<file path="src/rtl/voice_mixer_if.sv">
// Mixer bus: sample tick and per-voice inputs in, mixed sample and status out.
// Voice i occupies bits [16*i+15:16*i] of the sample and envelope buses.
interface voice_mixer_if #(
  parameter int NUM_VOICES = 8
);
  logic                      sample_tick_in;
  logic [16*NUM_VOICES-1:0]  voice_sample_in;
  logic [16*NUM_VOICES-1:0]  envelope_in;
  logic [NUM_VOICES-1:0]     voice_active_in;
  logic [15:0]               mix_out;
  logic                      mix_valid;
  logic                      busy;
  logic [4:0]                active_count;
  logic                      tick_overrun;

  modport master (
    output sample_tick_in, voice_sample_in, envelope_in, voice_active_in,
    input  mix_out, mix_valid, busy, active_count, tick_overrun
  );

  modport slave (
    input  sample_tick_in, voice_sample_in, envelope_in, voice_active_in,
    output mix_out, mix_valid, busy, active_count, tick_overrun
  );
endinterface

</file>
<file path="src/rtl/voice_mixer.sv">
// Envelope-weighted voice mixer with one shared multiplier; result NUM_VOICES+2 edges after the tick.
// No backpressure: ticks arriving while a pass runs are dropped and flagged in sticky tick_overrun.
module voice_mixer #(
  parameter int NUM_VOICES = 8,
  parameter int MIX_SHIFT  = 3
) (
  input  logic         clk_in,
  input  logic         rst_in,
  voice_mixer_if.slave bus
);
  localparam int IDXW = (NUM_VOICES > 1) ? $clog2(NUM_VOICES) : 1;
  localparam int ACCW = 18 + $clog2(NUM_VOICES);
  localparam logic [IDXW-1:0]        LAST_IDX = IDXW'(NUM_VOICES - 1);
  localparam logic signed [ACCW-1:0] SAT_MAX  = ACCW'(32767);
  localparam logic signed [ACCW-1:0] SAT_MIN  = ACCW'(-32768);

  typedef enum logic [1:0] {S_IDLE, S_MAC, S_DRAIN, S_OUT} state_t;

  state_t                    r_state;
  state_t                    w_next;
  logic [16*NUM_VOICES-1:0]  r_samp;
  logic [16*NUM_VOICES-1:0]  r_env;
  logic [NUM_VOICES-1:0]     r_act;
  logic [IDXW-1:0]           r_idx;
  logic signed [17:0]        r_prod;
  logic                      r_prod_vld;
  logic signed [ACCW-1:0]    r_acc;
  logic [15:0]               r_mix;
  logic                      r_mix_vld;
  logic [4:0]                r_cnt;
  logic                      r_ovr;

  logic signed [15:0]        w_samp;
  logic [15:0]               w_env;
  logic signed [32:0]        w_prod_full;
  logic signed [17:0]        w_prod;
  logic signed [ACCW-1:0]    w_shift;
  logic [15:0]               w_sat;
  logic [4:0]                w_pop;

  always_ff @(posedge clk_in) begin
    if (rst_in) r_state <= S_IDLE;
    else        r_state <= w_next;
  end

  always_comb begin
    w_next = r_state;
    case (r_state)
      S_IDLE:  if (bus.sample_tick_in) w_next = S_MAC;
      S_MAC:   if (r_idx == LAST_IDX)  w_next = S_DRAIN;
      S_DRAIN: w_next = S_OUT;
      S_OUT:   w_next = S_IDLE;
      default: w_next = S_IDLE;
    endcase
  end

  // Envelope is unsigned, so it is zero-extended to keep the product signed at 33 bits.
  assign w_samp      = r_samp[16*r_idx +: 16];
  assign w_env       = r_env[16*r_idx +: 16];
  assign w_prod_full = w_samp * $signed({1'b0, w_env});
  assign w_prod      = w_prod_full[32:15];
  assign w_shift     = r_acc >>> MIX_SHIFT;

  always_comb begin
    w_sat = w_shift[15:0];
    if (w_shift > SAT_MAX)      w_sat = 16'h7FFF;
    else if (w_shift < SAT_MIN) w_sat = 16'h8000;
  end

  always_comb begin
    w_pop = '0;
    for (int i = 0; i < NUM_VOICES; i++) w_pop = w_pop + 5'(bus.voice_active_in[i]);
  end

  always_ff @(posedge clk_in) begin
    if (rst_in) begin
      r_samp     <= '0;
      r_env      <= '0;
      r_act      <= '0;
      r_idx      <= '0;
      r_prod     <= '0;
      r_prod_vld <= 1'b0;
      r_acc      <= '0;
      r_mix      <= '0;
      r_mix_vld  <= 1'b0;
      r_cnt      <= '0;
      r_ovr      <= 1'b0;
    end else begin
      r_mix_vld  <= 1'b0;
      r_prod_vld <= 1'b0;
      if (r_state != S_IDLE && bus.sample_tick_in) r_ovr <= 1'b1;
      // Accumulate trails the multiplier by one cycle; the last one lands in DRAIN.
      if (r_prod_vld) r_acc <= r_acc + ACCW'(r_prod);
      case (r_state)
        S_IDLE: begin
          if (bus.sample_tick_in) begin
            r_samp <= bus.voice_sample_in;
            r_env  <= bus.envelope_in;
            r_act  <= bus.voice_active_in;
            r_cnt  <= w_pop;
            r_idx  <= '0;
            r_acc  <= '0;
          end
        end
        S_MAC: begin
          r_prod     <= r_act[r_idx] ? w_prod : '0;
          r_prod_vld <= 1'b1;
          r_idx      <= r_idx + IDXW'(1);
        end
        S_OUT: begin
          r_mix     <= w_sat;
          r_mix_vld <= 1'b1;
        end
        default: ;
      endcase
    end
  end

  assign bus.mix_out      = r_mix;
  assign bus.mix_valid    = r_mix_vld;
  assign bus.busy         = (r_state != S_IDLE);
  assign bus.active_count = r_cnt;
  assign bus.tick_overrun = r_ovr;
endmodule

</file>
<file path="src/flat_wrapper.sv">
// flat-port wrapper written by rule: the top's interface ports become plain ports
module voice_mixer_flat 
#(
  parameter int NUM_VOICES = 8,
  parameter int MIX_SHIFT  = 3
)
  (clk_in, rst_in, bus_sample_tick_in, bus_voice_sample_in, bus_envelope_in, bus_voice_active_in, bus_mix_out, bus_mix_valid, bus_busy, bus_active_count, bus_tick_overrun);
  voice_mixer_if #(.NUM_VOICES(NUM_VOICES)) bus_i ();
  input  logic clk_in;
  input  logic rst_in;
  input wire logic [$bits(bus_i.sample_tick_in)-1:0] bus_sample_tick_in;
  input wire logic [$bits(bus_i.voice_sample_in)-1:0] bus_voice_sample_in;
  input wire logic [$bits(bus_i.envelope_in)-1:0] bus_envelope_in;
  input wire logic [$bits(bus_i.voice_active_in)-1:0] bus_voice_active_in;
  output wire logic [$bits(bus_i.mix_out)-1:0] bus_mix_out;
  output wire logic [$bits(bus_i.mix_valid)-1:0] bus_mix_valid;
  output wire logic [$bits(bus_i.busy)-1:0] bus_busy;
  output wire logic [$bits(bus_i.active_count)-1:0] bus_active_count;
  output wire logic [$bits(bus_i.tick_overrun)-1:0] bus_tick_overrun;
  assign bus_i.sample_tick_in = bus_sample_tick_in;
  assign bus_i.voice_sample_in = bus_voice_sample_in;
  assign bus_i.envelope_in = bus_envelope_in;
  assign bus_i.voice_active_in = bus_voice_active_in;
  assign bus_mix_out = bus_i.mix_out;
  assign bus_mix_valid = bus_i.mix_valid;
  assign bus_busy = bus_i.busy;
  assign bus_active_count = bus_i.active_count;
  assign bus_tick_overrun = bus_i.tick_overrun;
  voice_mixer #(.NUM_VOICES(NUM_VOICES), .MIX_SHIFT(MIX_SHIFT)) u_core (.clk_in(clk_in), .rst_in(rst_in), .bus(bus_i));
endmodule
</file>
<file path="config.mk">
export PLATFORM = sky130hd
export DESIGN_NAME = voice_mixer_flat
export DESIGN_NICKNAME = d
export VERILOG_FILES = /design/src/rtl/voice_mixer_if.sv /design/src/rtl/voice_mixer.sv /design/src/flat_wrapper.sv
export SDC_FILE = /design/constraint.sdc
export NUM_CORES = 1
export LEC_CHECK = 0
export BUFFER_PORTS_ARGS = -buffer_cell sky130_fd_sc_hd__buf_4
export CORE_MARGIN = 4
export CORE_UTILIZATION = 45
export DETAILED_ROUTE_END_ITERATION = 8
export GPL_TIMING_DRIVEN = 0
export PLACE_DENSITY_LB_ADDON = 0.25
export SETUP_SLACK_MARGIN = 0.05
export SYNTH_ARGS = -nofsm -noshare
export SYNTH_HDL_FRONTEND = slang
export SYNTH_SLANG_ARGS = --single-unit
</file>
<file path="constraint.sdc">
create_clock -name clk_in -period 15.8 [get_ports clk_in]
set_clock_uncertainty 0.2 [all_clocks]
set_input_delay 0.79 -clock clk_in [delete_from_list [all_inputs] [get_ports clk_in]]
set_output_delay 0.79 -clock clk_in [all_outputs]
set_load 0.02 [all_outputs]
</file>
==> reports/qor.txt, run 1 <==
Crit Path Category: reg2reg
CP startpoint kind: flop
Post-cts hold buffer count: 0
All-layer global routing usage: 0.280
Worst Max-Slew Pin Slew: 1.09 ns
Sw frac: 0.420
Placed Cells: 3,657
Ports: 291
Minimum clock period: 10.16 ns
# resized after CTS: 0
TNS Setup: 0 ns
Core Area: 50,400 um2
Routed Antenna Nets: 0
Reg power frac: 0.305
Area of the multi-input gates: 14,800 um2
First-pass GRT wire length: 118,000 um
Headroom to the max-slew limit: 0.255
Largest buffer count on any clock path: 3
Pins Over Slew Limit: 0
DR iter-0 viols: 1,866
Place WS: 5.81 ns
Tcrit/Tclk final: 0.643
Post-synth EDFFs: 0
Vias per Instance: 5.54
Share of cells above drive strength 1: 0.146
Vias: 20.6k
Die height: 234 um
Cell Pwr Density: 127 nW/um2
Yosys reg bits: 331
Clock-pin slew on the worst setup and hold paths: 0.06 ns
Site Rows: 82
Critical Path AT: 10.41 ns
Root buffer cell: clkbuf_16
Mapped Area: 23,000 um2
IO buf count: 289
Post-route DRC: 0
Final Wtd Congestion: 0.963
TritonCTS Buffers: 37
Drt pass-1 iters: 6
Hpwl dp: 62,600 um
Post-CTS Setup Bufs: 0
Internal Power: 0.00201 W
Skew-Pair Late Insertion Delay: 0.56 ns
Count of final setup violators: 0
Outcome: finished clean
Yosys warns: 0
Primary FF master, synth: dfxtp_1
Seq/Total Area, Yosys: 0.288
Final WS setup: 5.64 ns
Fmax: 98.5 MHz
Initial antenna violation count: 0
Total Wirelength: 76,900 um
Die area: 54,900 um2
Peak supply drop: 0.0754 mV
Filler cell count: 4,609
Register area: 6630 um2
Average size of a mapped cell: 8.54 um2
Final Instance Area: 27,200 um2
Fin cells: 3,721
Clock tree sinks: 331
Final Hold Viols: 0
Antenna cells: 0
Die width: 234 um
LEAKAGE: 12.0 nW
Critical Path Fanout Max: 10
H-tree depth: 2
Placed Area: 26,000 um2
CTS tree: built
WL/cell: 20.7 um
Nets: 3,637
Initial core utilization: 0.457
FFs w/ async S/R, synth: 0
Synth Net Count: 3,309
Nature of the critical path endpoint: flop
RSZ-0062 raised after global routing: false
P_sw: 0.00146 W
Post-Synthesis Cells: 2,696
Via count of the first global-routing pass: 21.2k
Largest net degree at the start of global routing: 13
Power share of the combinational group: 0.450
Hold WS: 0.253 ns
Worst Path Required: 16.05 ns
Min-Delay Path Class: reg2reg
Max-cap viol count: 0
GR Overflow Total: 0
Clk pwr share: 0.245
Area Growth Syn to Fin: 18.2%
Synth cell types: 64
==> cell usage after synthesis, types with 6 or more instances <==
library cell / number / area share
o21ai_0: 45 / 0.0098
fa_1: 198 / 0.17
or3_1: 9 / 0.0024
inv_1: 281 / 0.046
buf_1: 18 / 0.0029
nor2_1: 161 / 0.026
nand3_1: 24 / 0.0052
a21oi_1: 324 / 0.070
dfxtp_1: 331 / 0.29
and3_1: 7 / 0.0019
o21bai_1: 6 / 0.0020
nor3_1: 16 / 0.0035
o21a_1: 8 / 0.0026
nand2_1: 690 / 0.11
clkbuf_1: 118 / 0.019
ha_1: 148 / 0.080
xnor2_1: 15 / 0.0057
nand2b_1: 23 / 0.0062
xor2_1: 6 / 0.0023
mux2i_1: 35 / 0.015
a211oi_1: 8 / 0.0026
nand4_1: 8 / 0.0022
and2_1: 13 / 0.0035
mux4_2: 62 / 0.061
nor2b_1: 7 / 0.0019
mux2_2: 27 / 0.013
or2_2: 6 / 0.0016
a21o_1: 26 / 0.0085
==> state kept, by name, indices dropped and copies added, names as in the netlist <==
name	count
u_core.r_env	128
u_core.r_samp	128
u_core.r_acc	21
u_core.r_prod	18
u_core.bus.mix_out	16
u_core.r_act	8
u_core.bus.active_count	4
u_core.r_idx	3
u_core.r_state	2
u_core.bus.mix_valid	1
u_core.bus.tick_overrun	1
u_core.r_prod_vld	1
==> power by group through the flow <==
| stage | combinational (W) | clock (W) | sequential, W |
|---|---|---|---|
| 2_1_floorplan | 0.00102 | 0 | 0.00104 |
| 3_3_place_gp | 0.00150 | 0 | 0.00106 |
| 3_5_place_dp | 0.00154 | 0 | 0.00107 |
| 4_1_cts | 0.00154 | 0.000854 | 0.00105 |
| 5_1_grt | 0.00173 | 0.000890 | 0.00107 |
| 6_report | 0.00156 | 0.000850 | 0.00105 |
==> per-stage QoR <==
stage	utilization	power, W
2_1_floorplan	-	0.00207
3_3_place_gp	0.517	0.00256
3_5_place_dp	0.517	0.00261
4_1_cts	0.540	0.00345
5_1_grt	0.540	0.00369
6_report	0.540	0.00346
==> worst max-delay path: stages (launching register included) <==
cell and delay (ns):
dfxtp_1 0.56, buf_2 0.40, buf_1 0.78, clkbuf_1 0.60, mux4_2 0.45, mux2i_1 0.76, clkbuf_1 0.46, nor2_1 0.13
fa_1 0.57, inv_1 0.05, fa_1 0.47, inv_1 0.04, ha_1 0.28, ha_1 0.32, fa_1 0.54, inv_1 0.06
fa_1 0.55, inv_1 0.05, ha_1 0.31, and3_1 0.28, nand3_1 0.11, a221oi_1 0.70, o31ai_1 0.23, nand2b_1 0.11
clkbuf_1 0.28, o2111ai_1 0.20, o211a_1 0.27, a211o_1 0.26
==> cell families (layout without fill, tap and decap cells) <==
logic type | count (synthesis) | in the layout | share of synthesized area
buf+inv | 423 | 776 | 0.0700
mux | 128 | 128 | 0.0936
xor+xnor | 21 | 21 | 0.00799
compound gates | 466 | 466 | 0.115
fa+ha+maj | 346 | 346 | 0.253
other cells | 1 | 1 | 0.000163
simple gates | 980 | 980 | 0.173
flops | 331 | 331 | 0.288
==> cell type report <==
cell class | count | area share
Timing Repair Buffer | 289 | 0.0797
Clock inverter | 10 | 0.00497
Tap cell | 672 | 0.0309
Inverter | 282 | 0.0389
Clock buffer | 54 | 0.0382
Sequential cell | 331 | 0.244
Multi-Input combinational cell | 1942 | 0.543
Buffer | 141 | 0.0204
==> final timing paths <==
path / end / from / slack (ns) / cells past startpoint
max: u_core.r_prod[16]$_SDFFE_PP0P_ / u_core.r_idx[1]$_SDFFE_PP0P_ / 5.64 / 27
min: u_core.r_act[3]$_SDFFE_PP0P_ / u_core.r_act[3]$_SDFFE_PP0P_ / 0.25 / 2
max reg2reg: u_core.r_prod[16]$_SDFFE_PP0P_ / u_core.r_idx[1]$_SDFFE_PP0P_ / 5.64 / 27
min reg2reg: u_core.r_act[3]$_SDFFE_PP0P_ / u_core.r_act[3]$_SDFFE_PP0P_ / 0.25 / 2
==> cell usage in the layout (no fill, tap or decap), drive strengths merged, types with 25 or more instances in the layout <==
cell and instances:
mux2 27, mux2i 35, ha 148, mux4 66
nor2 161, nand2 690, fa 198, buf 312
inv 283, clkbuf 172, a21o 26, nand3 25
a21oi 324, o21ai 45, dfxtp 331
==> layer usage <==
metal | vias to the layer above | share of wire | GRT usage
li1 | 9463 | - | -
met1 | 9994 | 0.41 | 0.369
met2 | 968 | 0.47 | 0.463
met3 | 184 | 0.079 | 0.0500
met4 | 0 | 0.042 | 0.106
met5 | - | 0 | 0
Note: power is estimated with default switching activity, not from simulation.
==> inputs of run 2 (changes only) <==
==> constraint.sdc (replaced) <==
create_clock -name clk_in -period 8.5 [get_ports clk_in]
set_clock_uncertainty 0.2 [all_clocks]
set_input_delay 0.425 -clock clk_in [delete_from_list [all_inputs] [get_ports clk_in]]
set_output_delay 0.425 -clock clk_in [all_outputs]
set_load 0.02 [all_outputs]
==> reports/qor.txt, run 2 (synthesis results as in run 1) <==
Vias per Instance: 5.56
Root buffer cell: clkbuf_16
Post-route DRC: 0
Pins Over Slew Limit: 0
Count of final setup violators: 0
Ports: 291
Cell Pwr Density: 221 nW/um2
IO buf count: 289
WHS Endpoint: u_core.r_samp[93]$_SDFFE_PP0P_
Die height: 234 um
Final WS setup: 0.303 ns
Critical Path Fanout Max: 10
Slowest library cell on the worst path: mux2i_1
Minimum clock period: 8.20 ns
R2R Path Start: u_core.r_idx[0]$_SDFFE_PP0P_
Worst Max-Slew Pin Slew: 0.997 ns
Initial core utilization: 0.457
Die width: 234 um
Total power draw: 0.00665 W
Outcome: finished clean
Largest net degree at the start of global routing: 13
Core Area: 50,400 um2
Worst Hold Depth: 3
Max-cap viol count: 0
TritonCTS Buffers: 37
Peak supply drop: 0.153 mV
Hpwl dp: 62,600 um
DR iter-0 viols: 2,081
WL/cell: 20.9 um
R2R depth: 24
RSZ-0062 raised after global routing: false
Commonest non-fill, non-tap cell in the layout: nand2_1
Filler cell count: 4,119
Share of cells above drive strength 1: 0.151
Most used cell, CP: fa_1
Worst Path Required: 8.75 ns
Site Rows: 82
GR Overflow Total: 0
H-tree depth: 2
Total Wirelength: 83,300 um
Initial antenna violation count: 1
R2R setup slack: 0.30 ns
Tcrit/Tclk final: 0.964
Routed Antenna Nets: 0
Via count of the first global-routing pass: 23.0k
All-layer global routing usage: 0.302
Nets: 3,900
Crit path largest cell delay: 0.80 ns
R2r endpoint: u_core.r_prod[17]$_SDFFE_PP0P_
LEAKAGE: 13.3 nW
Die area: 54,900 um2
Most frequent cells in the layout: nand2_1, dfxtp_1, a21oi_1
CP startpoint kind: flop
First-pass GRT wire length: 128,000 um
Clock-pin slew on the worst setup and hold paths: 0.06 ns
Final Wtd Congestion: 0.963
Nature of the critical path endpoint: flop
Crit Path Category: reg2reg
Min-Delay Path Class: in2reg
Largest regs: u_core.r_env: 128 flops, u_core.r_samp: 128 flops, u_core.r_acc: 21 flops
Headroom to the max-slew limit: 0.316
Fmax: 122 MHz
Place WS: -1.49 ns
CP Cell Sequence: buf_6 -> buf_8 -> buf_6 -> clkbuf_4 -> mux4_2 -> mux2i_1 -> nor2_1 -> fa_1 -> fa_1 -> ha_1 -> fa_1 -> fa_1 -> inv_1 -> fa_1 -> inv_1 -> ha_1 -> a21oi_1 -> o21ai_0 -> or2_2 -> a2111oi_4 -> nor3_2 -> o31a_1 -> or3_1 -> a32o_1
Area Growth Syn to Fin: 30.9%
Skew-Pair Late Insertion Delay: 0.57 ns
CTS tree: built
Vias: 22.1k
Clock tree sinks: 331
Drt pass-1 iters: 6
Hold Crit Start: bus_voice_sample_in[93]
Largest buffer count on any clock path: 3
Critical Path AT: 8.45 ns
Final Hold Viols: 0
==> run 2: metrics by stage <==
step                      TNS [ns]  cell area [um2]  utilization  std cells  hold WS, ns
final                            0            30100        0.598       3985      0.00683
after global placement      -18.24            26000        0.517       3657        0.239
after floorplan                  0            23000            -       2696        0.229
after global routing             0            30100        0.598       3984      0.00489
after detailed placement    -20.63            26000        0.517       3657        0.245
after CTS                        0            30000        0.596       3980      0.00433
==> run 2: power by group <==
part           switching (W)  internal (W)
Sequential          0.000151       0.00181
Combinational        0.00198       0.00112
Clock               0.000674      0.000916
Total                0.00280       0.00385
==> run 2: worst max path at each step <==
stage	from	end	slack [ns]	cells past startpoint
after global placement	u_core.r_idx[1]$_SDFFE_PP0P_	u_core.r_prod[16]$_SDFFE_PP0P_	-1.38	27
after CTS	u_core.r_idx[0]$_SDFFE_PP0P_	u_core.r_prod[17]$_SDFFE_PP0P_	0.08	26
after detailed placement	u_core.r_idx[1]$_SDFFE_PP0P_	u_core.r_prod[16]$_SDFFE_PP0P_	-1.49	27
after global routing	u_core.r_idx[0]$_SDFFE_PP0P_	u_core.r_prod[17]$_SDFFE_PP0P_	0.05	26
final	u_core.r_idx[0]$_SDFFE_PP0P_	u_core.r_prod[17]$_SDFFE_PP0P_	0.30	24
after floorplan	u_core.r_idx[1]$_SDFFE_PP0P_	u_core.r_prod[17]$_SDFFE_PP0P_	0.49	26
==> run 2: timing repair <==
item                       4_1_cts  5_1_grt
resized for setup               77       28
hold buffers                   259        0
setup endpoints to repair       18        7
hold endpoints to repair       259        0
pin swaps                        0        0
setup buffers                    0        4
==> run 2: area by class of cell <==
cell class	instances	area, um2	share of cell area
plain buffers	141	634	0.0210
diodes	1	2.50	0.0000830
clock inverters	10	135	0.00448
multi-input cells	1942	15000	0.498
well taps	672	841	0.0279
repair buffers	552	4800	0.159
flip-flops and latches	331	6630	0.220
clock buffers	54	1040	0.0345
inverters	282	1060	0.0351
==> run 2: metal layers <==
metal  share of wire  wire [um]  GRT usage
met1            0.39      32400      0.384
met2            0.48      40000      0.510
met3           0.087       7260     0.0552
met4           0.045       3770      0.123
met5               0          0          0
==> run 2: critical path: cells and delay by family (launching register included) <==
kind,cells,cell delay [ns]
AOI/OAI and AO/OA,5,1.23
DFF,1,0.36
and+or+nand+nor,4,0.94
adders and majority gates,7,3.01
muxes,2,1.36
buffers and inverters,6,1.00
==> inputs of run 3 (changes only) <==
--- a/config.mk
+++ b/config.mk
@@ -7,7 +7,7 @@
 export LEC_CHECK = 0
 export BUFFER_PORTS_ARGS = -buffer_cell sky130_fd_sc_hd__buf_4
 export CORE_MARGIN = 4
-export CORE_UTILIZATION = 45
+export CORE_UTILIZATION = 54
 export DETAILED_ROUTE_END_ITERATION = 8
 export GPL_TIMING_DRIVEN = 0
 export PLACE_DENSITY_LB_ADDON = 0.25
==> reports/qor.txt, run 3 (synthesis results as in run 1) <==
Routing usage on met1: 0.459
Root buffer cell: clkbuf_16
Count of final setup violators: 0
Peak supply drop: 0.172 mV
Pins Over Slew Limit: 0
Site Rows: 75
Met3 GRT Util: 0.0862
Drt pass-1 iters: 7
RSZ-0062 raised after global routing: true
Die height: 214 um
Final Wtd Congestion: 0.991
Most frequent cells in the layout: nand2_1, dfxtp_1, a21oi_1
Post-route DRC: 0
Tcrit/Tclk final: 0.969
Hold WS: 0.00485 ns
Clock tree sinks: 331
Initial core utilization: 0.548
Share of cells above drive strength 1: 0.155
Final Hold Viols: 0
DR iter-0 viols: 2,244
All-layer global routing usage: 0.373
GR Overflow Total: 0
Nature of the critical path endpoint: flop
Routed Antenna Nets: 0
H-tree depth: 2
Vias per Instance: 5.92
Met2 usage: 0.603
Skew-Pair Late Insertion Delay: 0.56 ns
Min-Delay Path Class: in2reg
Total Wirelength: 88,100 um
Area Growth Syn to Fin: 31.3%
Hold Crit Start: bus_voice_sample_in[110]
Commonest non-fill, non-tap cell in the layout: nand2_1
Vias: 22.9k
R2r endpoint: u_core.r_prod[17]$_SDFFE_PP0P_
Worst Path Required: 8.75 ns
Final Instance Area: 30,200 um2
Cell Pwr Density: 226 nW/um2
Core Area: 42,000 um2
First-pass GRT wire length: 135,000 um
Fmax: 121 MHz
Outcome: finished clean
TritonCTS Buffers: 36
Largest regs: u_core.r_env: 128 flops, u_core.r_samp: 128 flops, u_core.r_acc: 21 flops
CP startpoint kind: flop
Ports: 291
LEAKAGE: 13.4 nW
Placed Area: 25,900 um2
Die area: 46,000 um2
CTS tree: built
Clock-pin slew on the worst setup and hold paths: 0.06 ns
Die width: 214 um
R2R setup slack: 0.27 ns
Largest buffer count on any clock path: 3
Largest net degree at the start of global routing: 14
Crit Path Category: reg2reg
WHS Endpoint: u_core.r_samp[110]$_SDFFE_PP0P_
Top Usage Layer GRT: met2
Via count of the first global-routing pass: 24.0k
R2R Path Start: u_core.r_idx[1]$_SDFFE_PP0P_
Nets: 3,912
Critical Path AT: 8.49 ns
Critical Path Fanout Max: 10
Headroom to the max-slew limit: 0.416
WL/cell: 22.8 um
Worst Hold Depth: 3
Worst Max-Slew Pin Slew: 0.876 ns
Hpwl dp: 62,600 um
Minimum clock period: 8.23 ns
IO buf count: 289
R2R depth: 26
Max-cap viol count: 0
Initial antenna violation count: 6
==> run 3: cell count changes in the layout (fill, tap and decap cells not counted), moves of 2 or more <==
cell / delta
diode_2: +6
clkbuf_2: -5
mux2_4: +2
clkbuf_4: +4
clkbuf_8: +4
buf_12: +2
mux2_2: -2
clkbuf_1: -6
mux2i_1: -2
dlygate4sd3_1: +4
mux2i_4: +3
buf_4: +8
==> run 3: cell type report <==
cell class	instances	area, um2
multi-input combinational	1942	15000
fill	3042	11800
sequential	331	6630
timing repair buffer	566	4940
inverter	282	1060
clock buffer	54	1060
tap	539	674
buffer	140	659
clock inverter	10	155
antenna	7	17.5
==> run 3: per-layer routing <==
layer  up-vias  wire (um)
li1      10028          -
met1     11005      32700
met2      1458      40500
met3       437       8890
met4         0       6020
met5         -          0
==> run 3: report_power, final <==
part | switching, W | internal, W | total [W]
Clock | 0.000675 | 0.000959 | 0.00163
Combinational | 0.00206 | 0.00116 | 0.00322
Sequential | 0.000165 | 0.00181 | 0.00198
Total | 0.00290 | 0.00393 | 0.00683
==> run 3: stage by stage <==
step           total power, W  worst slack (ns)   util  cells  TNS (ns)
6_report              0.00683             0.266  0.719   3871         0
5_1_grt               0.00717            0.0274  0.719   3870         0
4_1_cts               0.00662            0.0575  0.713   3853         0
3_5_place_dp          0.00487             -1.59  0.615   3524    -22.43
3_3_place_gp          0.00478             -1.45  0.615   3524    -19.84
2_1_floorplan         0.00384             0.490      -   2696         0
==> run 3: how the worst max path moves through the flow <==
stage,endpoint,from,slack (ns),depth (start not counted)
global placement,u_core.r_prod[16]$_SDFFE_PP0P_,u_core.r_idx[1]$_SDFFE_PP0P_,-1.45,28
global route,u_core.r_prod[17]$_SDFFE_PP0P_,u_core.r_idx[1]$_SDFFE_PP0P_,0.03,26
CTS,u_core.r_prod[17]$_SDFFE_PP0P_,u_core.r_idx[2]$_SDFFE_PP0P_,0.06,24
finish,u_core.r_prod[17]$_SDFFE_PP0P_,u_core.r_idx[1]$_SDFFE_PP0P_,0.27,26
floorplan,u_core.r_prod[17]$_SDFFE_PP0P_,u_core.r_idx[1]$_SDFFE_PP0P_,0.49,26
detailed placement,u_core.r_prod[16]$_SDFFE_PP0P_,u_core.r_idx[1]$_SDFFE_PP0P_,-1.59,28
==> run 3: what timing repair did <==
| item | CTS | global route |
|---|---|---|
| hold buffers | 263 | 0 |
| resized for setup | 83 | 45 |
| pin swaps | 0 | 0 |
| endpoints found under the setup margin | 18 | 6 |
| setup buffers | 2 | 12 |
| hold endpoints to repair | 263 | 0 |
==> run 3: critical path, cell delays in order (launching register included) <==
cell and delay (ns):
dfxtp_2 0.43, buf_4 0.26, buf_6 0.23, buf_4 0.26
mux4_2 0.42, mux2i_4 0.30, clkbuf_4 0.29, nor2_1 0.08
fa_1 0.53, inv_1 0.05, fa_1 0.49, fa_1 0.53
inv_1 0.06, fa_1 0.48, fa_1 0.50, inv_1 0.05
fa_1 0.47, inv_1 0.04, ha_1 0.37, a21oi_1 0.18
o21ai_0 0.21, or2_2 0.36, a2111oi_4 0.28, nor3_2 0.13
o31a_1 0.31, or3_1 0.31, a32o_1 0.27
